<file path="src/rtl/vga_timing_pkg.sv">
// vga_timing_pkg: 640x480@72Hz timing constants shared by the
// sync generator and decoder, plus the decoder FSM state type.
package vga_timing_pkg;

  localparam int ACTIVE_H    = 640;
  localparam int ACTIVE_V    = 480;
  localparam int HFP         = 24;
  localparam int HPULSE      = 40;
  localparam int HBP         = 128;
  localparam int VFP         = 9;
  localparam int VPULSE      = 3;
  localparam int VBP         = 28;
  localparam int LOCK_FRAMES = 2;

  localparam int BLACK_H = HFP + HPULSE + HBP;
  localparam int BLACK_V = VFP + VPULSE + VBP;
  localparam int H_TOTAL = ACTIVE_H + BLACK_H;
  localparam int V_TOTAL = ACTIVE_V + BLACK_V;
  localparam int WDOG    = 2 * H_TOTAL;

  typedef enum logic [1:0] {
    SEARCH,
    MEASURE,
    LOCKED
  } sync_state_e;

  function automatic int wdog_limit(input int h_total);
    return 2 * h_total;
  endfunction

endpackage

</file>
<file path="src/rtl/vga_sync_decoder_meter.sv">
// vga_period_meter: falling-edge detect on an active-low sync,
// saturating event counter and capture of the count at each edge.
module vga_period_meter #(
  parameter int W         = 11,
  parameter bit CAP_PLUS1 = 1'b0,
  parameter bit KEEP_INC  = 1'b0
) (
  input  logic         px_clk,
  input  logic         reset_n,
  input  logic         sig,
  input  logic         inc,
  output logic         fall,
  output logic [W-1:0] cnt,
  output logic [W-1:0] meas
);

  logic         sig_q;
  logic [W-1:0] cnt_inc;

  assign fall    = sig_q & ~sig;
  assign cnt_inc = (inc && cnt != '1) ? cnt + 1'b1 : cnt;

  // an event coinciding with the edge belongs to the new period
  always_ff @(posedge px_clk or negedge reset_n) begin
    if (!reset_n) begin
      sig_q <= 1'b1;
      cnt   <= '0;
      meas  <= '0;
    end else begin
      sig_q <= sig;
      if (fall) begin
        meas <= CAP_PLUS1 ? cnt_inc : cnt;
        cnt  <= (KEEP_INC && inc) ? W'(1) : '0;
      end else begin
        cnt <= cnt_inc;
      end
    end
  end

endmodule

</file>
<file path="src/rtl/vga_sync_decoder.sv">
// vga_sync_decoder: locks onto hsync/vsync timing and regenerates
// pixel coordinates and activevideo one clock behind the counters.
module vga_sync_decoder
  import vga_timing_pkg::*;
#(
  parameter int ACTIVE_H    = vga_timing_pkg::ACTIVE_H,
  parameter int ACTIVE_V    = vga_timing_pkg::ACTIVE_V,
  parameter int HFP         = vga_timing_pkg::HFP,
  parameter int HPULSE      = vga_timing_pkg::HPULSE,
  parameter int HBP         = vga_timing_pkg::HBP,
  parameter int VFP         = vga_timing_pkg::VFP,
  parameter int VPULSE      = vga_timing_pkg::VPULSE,
  parameter int VBP         = vga_timing_pkg::VBP,
  parameter int LOCK_FRAMES = vga_timing_pkg::LOCK_FRAMES
) (
  input  logic        px_clk,
  input  logic        reset_n,
  input  logic        hsync,
  input  logic        vsync,
  output logic [9:0]  x_px,
  output logic [9:0]  y_px,
  output logic        activevideo,
  output logic        locked,
  output logic [10:0] h_total_meas,
  output logic [10:0] v_total_meas
);

  localparam int BLACK_H = HFP + HPULSE + HBP;
  localparam int BLACK_V = VFP + VPULSE + VBP;
  localparam int H_TOTAL = ACTIVE_H + BLACK_H;
  localparam int V_TOTAL = ACTIVE_V + BLACK_V;
  localparam int WDOG    = wdog_limit(H_TOTAL);

  logic        hfall;
  logic        vfall;
  logic [10:0] hp;
  logic [10:0] lc;

  vga_period_meter #(
    .W(11),
    .CAP_PLUS1(1'b1),
    .KEEP_INC(1'b0)
  ) u_hmeter (
    .px_clk(px_clk),
    .reset_n(reset_n),
    .sig(hsync),
    .inc(1'b1),
    .fall(hfall),
    .cnt(hp),
    .meas(h_total_meas)
  );

  vga_period_meter #(
    .W(11),
    .CAP_PLUS1(1'b0),
    .KEEP_INC(1'b1)
  ) u_vmeter (
    .px_clk(px_clk),
    .reset_n(reset_n),
    .sig(vsync),
    .inc(hfall),
    .fall(vfall),
    .cnt(lc),
    .meas(v_total_meas)
  );

  logic [9:0]  hc;
  logic [9:0]  vc;
  logic        h_wrap;
  logic        h_bad;
  logic        v_bad;
  logic        wdog;
  sync_state_e state;
  logic [3:0]  good_cnt;
  logic        frame_ok;

  assign h_wrap = hc == 10'(H_TOTAL - 1);
  assign h_bad  = hfall && (hp + 11'd1 != 11'(H_TOTAL));
  assign v_bad  = vfall && (lc != 11'(V_TOTAL));
  assign wdog   = !hfall && (hp >= 11'(WDOG));

  // hsync is first seen low one clock into the pulse
  always_ff @(posedge px_clk or negedge reset_n) begin
    if (!reset_n) begin
      hc <= '0;
      vc <= '0;
    end else begin
      if (hfall)       hc <= 10'(HFP + 1);
      else if (h_wrap) hc <= '0;
      else             hc <= hc + 10'd1;
      if (vfall) begin
        vc <= 10'(VFP);
      end else if (h_wrap) begin
        vc <= (vc == 10'(V_TOTAL - 1)) ? '0 : vc + 10'd1;
      end
    end
  end

  always_ff @(posedge px_clk or negedge reset_n) begin
    if (!reset_n) begin
      state    <= SEARCH;
      good_cnt <= '0;
      frame_ok <= 1'b0;
      locked   <= 1'b0;
    end else if (wdog) begin
      state    <= SEARCH;
      good_cnt <= '0;
      frame_ok <= 1'b0;
      locked   <= 1'b0;
    end else begin
      unique case (state)
        SEARCH: begin
          good_cnt <= '0;
          frame_ok <= 1'b0;
          if (vfall) begin
            state    <= MEASURE;
            frame_ok <= !h_bad;
          end
        end
        MEASURE: begin
          if (vfall) begin
            frame_ok <= !h_bad;
            if (frame_ok && lc == 11'(V_TOTAL)) begin
              good_cnt <= good_cnt + 4'd1;
              if (good_cnt + 4'd1 >= 4'(LOCK_FRAMES)) begin
                state  <= LOCKED;
                locked <= 1'b1;
              end
            end else begin
              good_cnt <= '0;
            end
          end else if (h_bad) begin
            frame_ok <= 1'b0;
          end
        end
        LOCKED: begin
          if (h_bad || v_bad) begin
            state  <= SEARCH;
            locked <= 1'b0;
          end
        end
        default: begin
          state  <= SEARCH;
          locked <= 1'b0;
        end
      endcase
    end
  end

  always_ff @(posedge px_clk or negedge reset_n) begin
    if (!reset_n) begin
      x_px        <= '0;
      y_px        <= '0;
      activevideo <= 1'b0;
    end else begin
      x_px        <= hc - 10'(BLACK_H);
      y_px        <= vc - 10'(BLACK_V);
      activevideo <= locked && hc >= 10'(BLACK_H)
                            && vc >= 10'(BLACK_V);
    end
  end

endmodule
</file>
<file path="config.mk">
export PLATFORM = sky130hd
export DESIGN_NAME = vga_sync_decoder
export DESIGN_NICKNAME = d
export VERILOG_FILES = /design/src/rtl/vga_timing_pkg.sv /design/src/rtl/vga_sync_decoder_meter.sv /design/src/rtl/vga_sync_decoder.sv
export SDC_FILE = /design/constraint.sdc
export NUM_CORES = 1
export LEC_CHECK = 0
export BUFFER_PORTS_ARGS = -buffer_cell sky130_fd_sc_hd__buf_2
export CAP_MARGIN = 0
export CORE_UTILIZATION = 55
export CTS_BUF_LIST = sky130_fd_sc_hd__clkbuf_8
export DETAILED_ROUTE_END_ITERATION = 10
export PLACE_DENSITY = 0.76
export SYNTH_ARGS = -nofsm -noshare
export SYNTH_HDL_FRONTEND = slang
export SYNTH_SLANG_ARGS = --single-unit
</file>
<file path="constraint.sdc">
create_clock -name px_clk -period 2.4 [get_ports px_clk]
set_clock_uncertainty 0.05 [all_clocks]
set_input_delay 0.12 -clock px_clk [delete_from_list [all_inputs] [get_ports px_clk]]
set_output_delay 0.12 -clock px_clk [all_outputs]
set_load 0.1 [all_outputs]
</file>
---- Word-level counts from Yosys, hierarchy flattened ----
Cells that the tools add are included.
storage, ports and cells
  flip-flop bits (word level) ............. 95
  logic and storage cells ................. 96
cells by class
  $add $sub $neg .......................... 7
  order comparisons ....................... 4
  equality and inequality tests ........... 16
  mux-type cells .......................... 32
  bitwise gates (word level) .............. 4
  reductions and logical operators ........ 18
operators with widths
  cell                                                  number
  2-to-1 mux 10 bit                                     5
  2-to-1 mux 11 bit                                     4
  adder 11 x 1 -> 11 bit, second input constant         2
  != test 11 x 10 -> 1 bit, second input constant       2
  != test 11 bit, second input constant                 2
  adder 10 x 1 -> 10 bit, second input constant         2
  == test 10 bit, second input constant                 2
  != test 3 bit, second input constant                  5
  2-to-1 mux 2 bit                                      6
  2-to-1 mux 4 bit                                      3
  == test 11 x 10 -> 1 bit, second input constant       1
  >= comparator 11 bit, second input constant           1
  >= comparator 10 x 6 -> 1 bit, second input constant  1
  >= comparator 10 x 8 -> 1 bit, second input constant  1
  2-to-1 mux 1 bit                                      10
  AND reduction 5 bit                                   2
  subtractor 10 x 6 -> 10 bit, second input constant    1
  subtractor 10 x 8 -> 10 bit, second input constant    1
  one-hot mux 4 bit (2 select lines)                    1
  logical AND 1 bit                                     7
  one-hot mux 2 bit (3 select lines)                    1
  adder 4 x 1 -> 4 bit, second input constant           1
  >= comparator 4 x 2 -> 1 bit, second input constant   1
  != test 4 bit, second input constant                  1
  13 further kinds                                      18

---- Depth between registers and ports, before layout ----
  depth after elaboration ................. 7
  mapped depth ............................ 8

---- Cells and area by module ----
Synthesis repeated with hierarchy kept, for this count alone.
second synthesis, totals
  cells, all modules ...................... 436
  area total of the unflattened synthesis .. 4,534.3 um^2
by module, submodules not included
  module                       instances  cells each  area each (um^2)  sequential area each (um^2)
  vga_sync_decoder             1          219         2,341.0           1,226.2
  vga_period_meter (u_vmeter)  1          119         1,181.1           576.8
  vga_period_meter (u_hmeter)  1          98          1,012.2           576.8

---- Least setup slack after synthesis ----
OpenSTA, ideal clock, no wires.
  kind .................................... flip-flop to flip-flop
  start ................................... register u_hmeter.cnt[0]
  end ..................................... register u_hmeter.meas[2]
  data arrival time ....................... 1.776 ns
  data required time ...................... 2.221 ns
  slack ................................... 0.444 ns
  stages on the path, launching flop included .. 9
  buffers on the path ..................... 2
  period minus slack after synthesis ...... 1.956 ns
  cells stage by stage .................... dfrtp_1 > ha_1 > buf_2 > nand2_1 > or4_4 > buf_6 > nand2_4 > xor2_1 > o21ai_1
between the ends
  word-level cells in the longest chain between the ends .. 2
RTL lines
  what                                                             line                          source
  start: declaration                                               vga_sync_decoder_meter.sv:13  output logic [W-1:0] cnt,
  start signal: assignment                                         vga_sync_decoder_meter.sv:33  cnt <= (KEEP_INC && inc) ? W'(1) : '0;
  start signal: assignment                                         vga_sync_decoder_meter.sv:35  cnt <= cnt_inc;
  adder 11 x 1 -> 11 bit / != test 11 bit (equally long branches)  vga_sync_decoder_meter.sv:21  assign cnt_inc = (inc && cnt != '1) ? cnt + 1'b1 : cnt;
  2-to-1 mux 11 bit (*)                                            vga_sync_decoder_meter.sv:21
  end signal: assignment                                           vga_sync_decoder_meter.sv:32  meas <= CAP_PLUS1 ? cnt_inc : cnt;
  end: declaration                                                 vga_sync_decoder_meter.sv:14  output logic [W-1:0] meas
Mark *: on every way between the ends. The rest lies on a longest branch, timed or not.
A chain may end at the register's enable or synchronous reset.

---- Final worst setup path ----
  start ................................... register u_hmeter.cnt[0]
  end ..................................... register locked
between the ends
  word-level cells in the longest chain between the ends .. 6
RTL lines
  what                                  line                     source
  adder 11 x 1 -> 11 bit                vga_sync_decoder.sv:78   assign h_bad = hfall && (hp + 11'd1 != 11'(H_TOTAL));
  != test 11 x 10 -> 1 bit              vga_sync_decoder.sv:78
  logical AND 1 bit                     vga_sync_decoder.sv:78
  logical OR 1 bit                      vga_sync_decoder.sv:137  if (h_bad || v_bad) begin
  != test 3 bit (no source line)        --
  AND reduction 5 bit (no source line)  --
  end signal: assignment                vga_sync_decoder.sv:104  locked <= 1'b0;
  end signal: assignment                vga_sync_decoder.sv:139  locked <= 1'b0;
  end signal: assignment                vga_sync_decoder.sv:144  locked <= 1'b0;
  end: declaration                      vga_sync_decoder.sv:23   output logic locked,
Several ways; a longest one is shown, not always the timed one.

==> out/results.txt <==
share of the synthesized area in compound gates (AO/OA/AOI/OAI): 9.34%
hold crit path type: primary input to async pin
worst hold margin: 0.356 ns
layout overhead on the synthesized area: 12.7%
number of input and output port buffers inserted: 47
number of top-level design ports: 48
residual antenna-violating net count after detailed routing: 0
largest fanout of any net on the critical path: 7
Post-synth top flop: sky130_fd_sc_hd__dfrtp_1
antenna violations before repair: 0
power per standard cell area: 807 nW/um^2
clock transition at the registers of the reported paths: 0.09 ns
NumNets Final: 525
Critical Path AT: 2.40 ns
clock insertion delay at the later pin of the skew report: 0.36 ns
CTS root buf: sky130_fd_sc_hd__clkbuf_8
grt ovf: 0
Worst Setup Start Kind: flop
wire length reported by the detailed router: 8420 um
post-synthesis simple-gate area fraction: 22.0%
fin crit share: 92.1%
fin crit period: 2.21 ns
Distinct cells, synth: 59
via count of the first global-routing pass: 3191
Slew @ Worst Pin: 0.882 ns
kind of end point of the critical path: flop
Die ar.: 8600 um^2
H-tree depth: 3
kind of critical path: flop to flop
average instance area after synthesis: 9.87 um^2
sequential share of the synthesized area: 52.5%
maximum capacitance violations: 0
initial cell density of the core: 57.7%
share of the synthesized area in the top cell type: 51.4%
die width: 92.7 um
final instance area: 5110 um^2
data required time of the critical path: 2.59 ns
clk buf depth: 2
area of the core: 7850 um^2
number of DRC markers after the initial detailed-route iteration: 190
pins over their slew limit: 0
warnings from Yosys: 0
cell area after placement: 4870 um^2
clk sinks: 95
chip height: 92.7 um
Wirelength per Cell: 13.8 um
count of endpoints failing hold in the final timing report: 0
count of inserted antenna diode cells: 0
Row Count: 32
TritonCTS clock tree: done
static leakage: 2.33 nW
maximum number of pins on one net before global-route repair: 71
number of synthesized register bits: 95
main combinational cell family by area after synthesis: simple AND/OR/NAND/NOR gates
CTS Buf Count: 9
count of flip-flops with a built-in enable after synthesis: 0
biggest area consumer among synthesized cells: sky130_fd_sc_hd__dfrtp_1
TNS Setup: 0 ns
ranking of synthesized cells by area: sky130_fd_sc_hd__dfrtp_1 (51%), sky130_fd_sc_hd__nand2_1 (5.4%), sky130_fd_sc_hd__xnor2_1 (4.4%)
Synth Net Count: 477
first-pass GRT wire length: 14600 um
via density per instance: 5.47
DR pass1 iterations: 5
DPL Wire Length: 5840 um
adder-cell share of the synthesized area: 3.87%
peak supply drop: 0.000546 V
run status: finished, final reports clean
cell area after synthesis: 4530 um^2
final weighted congestion in routability-driven placement: 0.938
XOR/XNOR Fraction of Synth Area: 7.35%
final setup violation count: 0
share of post-route cells with drive strength above 1: 16.9%
setup repair after global routing missed its margin: false
post-synthesis async set-or-reset flop share: 100%
Setup Fix Bufs, Post-CTS: 0
Worst slew margin: 41.2%
Overall Global Routing Usage: 21.5%
post-synthesis cell count: 459
drt drc: 0
commonest non-fill, non-tap cell in the layout: sky130_fd_sc_hd__dfrtp_1
vias after detailed routing: 3348
highest achievable clock rate: 452 MHz
fraction of synthesized area in multiplexers: 0.470%
highest-count cells in the layout ignoring fill and taps: sky130_fd_sc_hd__dfrtp_1 (93), sky130_fd_sc_hd__nand2_1 (65), sky130_fd_sc_hd__nor2_1 (51)
path summary, 6_finish.rpt:
kind | start | slack [ns] | end | cells after the start
worst max-delay path | u_hmeter.cnt[0] | 0.19 | locked | 6
worst min-delay path | reset_n | 0.36 | x_px[7] | 2
worst max register to register | u_hmeter.cnt[0] | 0.19 | locked | 6
worst min register to register | hc[4] | 0.41 | x_px[4] | 0
max in group asynchronous | reset_n | 1.28 | u_vmeter.cnt[10] | 3
min in group px_clk | vsync | 0.37 | u_vmeter.sig_q | 2
final cells by class:
cell class,count,area [um^2]
clock buffers,9,124
well taps,102,128
clock inverters,5,85.1
multi-input cells,316,1950
fillers,640,2740
repair buffers,58,340
flip-flops and latches,95,2380
inverters,27,101
Yosys cell counts (4+ instances only):
cell type	number
sky130_fd_sc_hd__o21ai_1	4
sky130_fd_sc_hd__a31oi_1	5
sky130_fd_sc_hd__xor2_1	15
sky130_fd_sc_hd__inv_1	27
sky130_fd_sc_hd__o21ai_0	23
sky130_fd_sc_hd__ha_1	14
sky130_fd_sc_hd__nand2_1	65
sky130_fd_sc_hd__nand3_1	19
sky130_fd_sc_hd__nor3_1	12
sky130_fd_sc_hd__dfrtp_1	93
sky130_fd_sc_hd__nor2_1	51
sky130_fd_sc_hd__nor4_1	4
sky130_fd_sc_hd__xnor2_1	23
sky130_fd_sc_hd__clkbuf_1	11
sky130_fd_sc_hd__nand2b_1	4
sky130_fd_sc_hd__nand4_1	8
sky130_fd_sc_hd__and3_1	6
sky130_fd_sc_hd__a21oi_1	15
critical path, cell delays in order (launching register included):
cell,delay (ns)
sky130_fd_sc_hd__dfrtp_1,0.46
sky130_fd_sc_hd__ha_1,0.38
sky130_fd_sc_hd__nand2_1,0.19
sky130_fd_sc_hd__o31a_1,0.35
sky130_fd_sc_hd__o221a_2,0.30
sky130_fd_sc_hd__a211oi_1,0.28
sky130_fd_sc_hd__a211oi_2,0.08
cell families after synthesis:
logic type	count (synthesis)
AOI/OAI and AO/OA	68
xor gates and xnor gates	38
adders and majority gates	14
buffers and inverters	48
DFF	95
muxes	2
and+or+nand+nor	194
sequential cells by signal (all words and copies together) (netlist names), 10 cells and up:
signal	flops
u_hmeter.cnt	11
u_hmeter.meas	11
u_vmeter.cnt	11
u_vmeter.meas	11
hc	10
vc	10
x_px	10
y_px	10
routing by layer:
metal	part of all wire [%]	vias to the layer above	GRT usage [%]
li1	-	1640	-
met2	46	69	33.2
met5	0	-	0
met3	3.3	16	3.78
met4	2.0	0	10.3
met1	49	1623	29.6
where the power goes:
group	switching, mW	internal, mW
clock	0.542	0.579
combinational	0.892	0.202
sequential	0.148	1.76
total	1.58	2.54
repair_timing:
item,CTS,global route
resized for setup,0,0
hold endpoints to repair,69,0
hold buffers,3,0
metrics by stage:
| stage | worst slack (ns) | utilization (%) | power [mW] | cells |
|---|---|---|---|---|
| global placement | 0.312 | 62.0 | 3.01 | 595 |
| finish | 0.189 | 65.1 | 4.12 | 612 |
| global route | 0.0698 | 65.1 | 4.29 | 612 |
| CTS | 0.190 | 65.1 | 4.14 | 612 |
| detailed placement | 0.210 | 62.0 | 3.03 | 595 |
| floorplan | 0.444 | - | 2.82 | 459 |
Power figures use the tool's default switching activity.
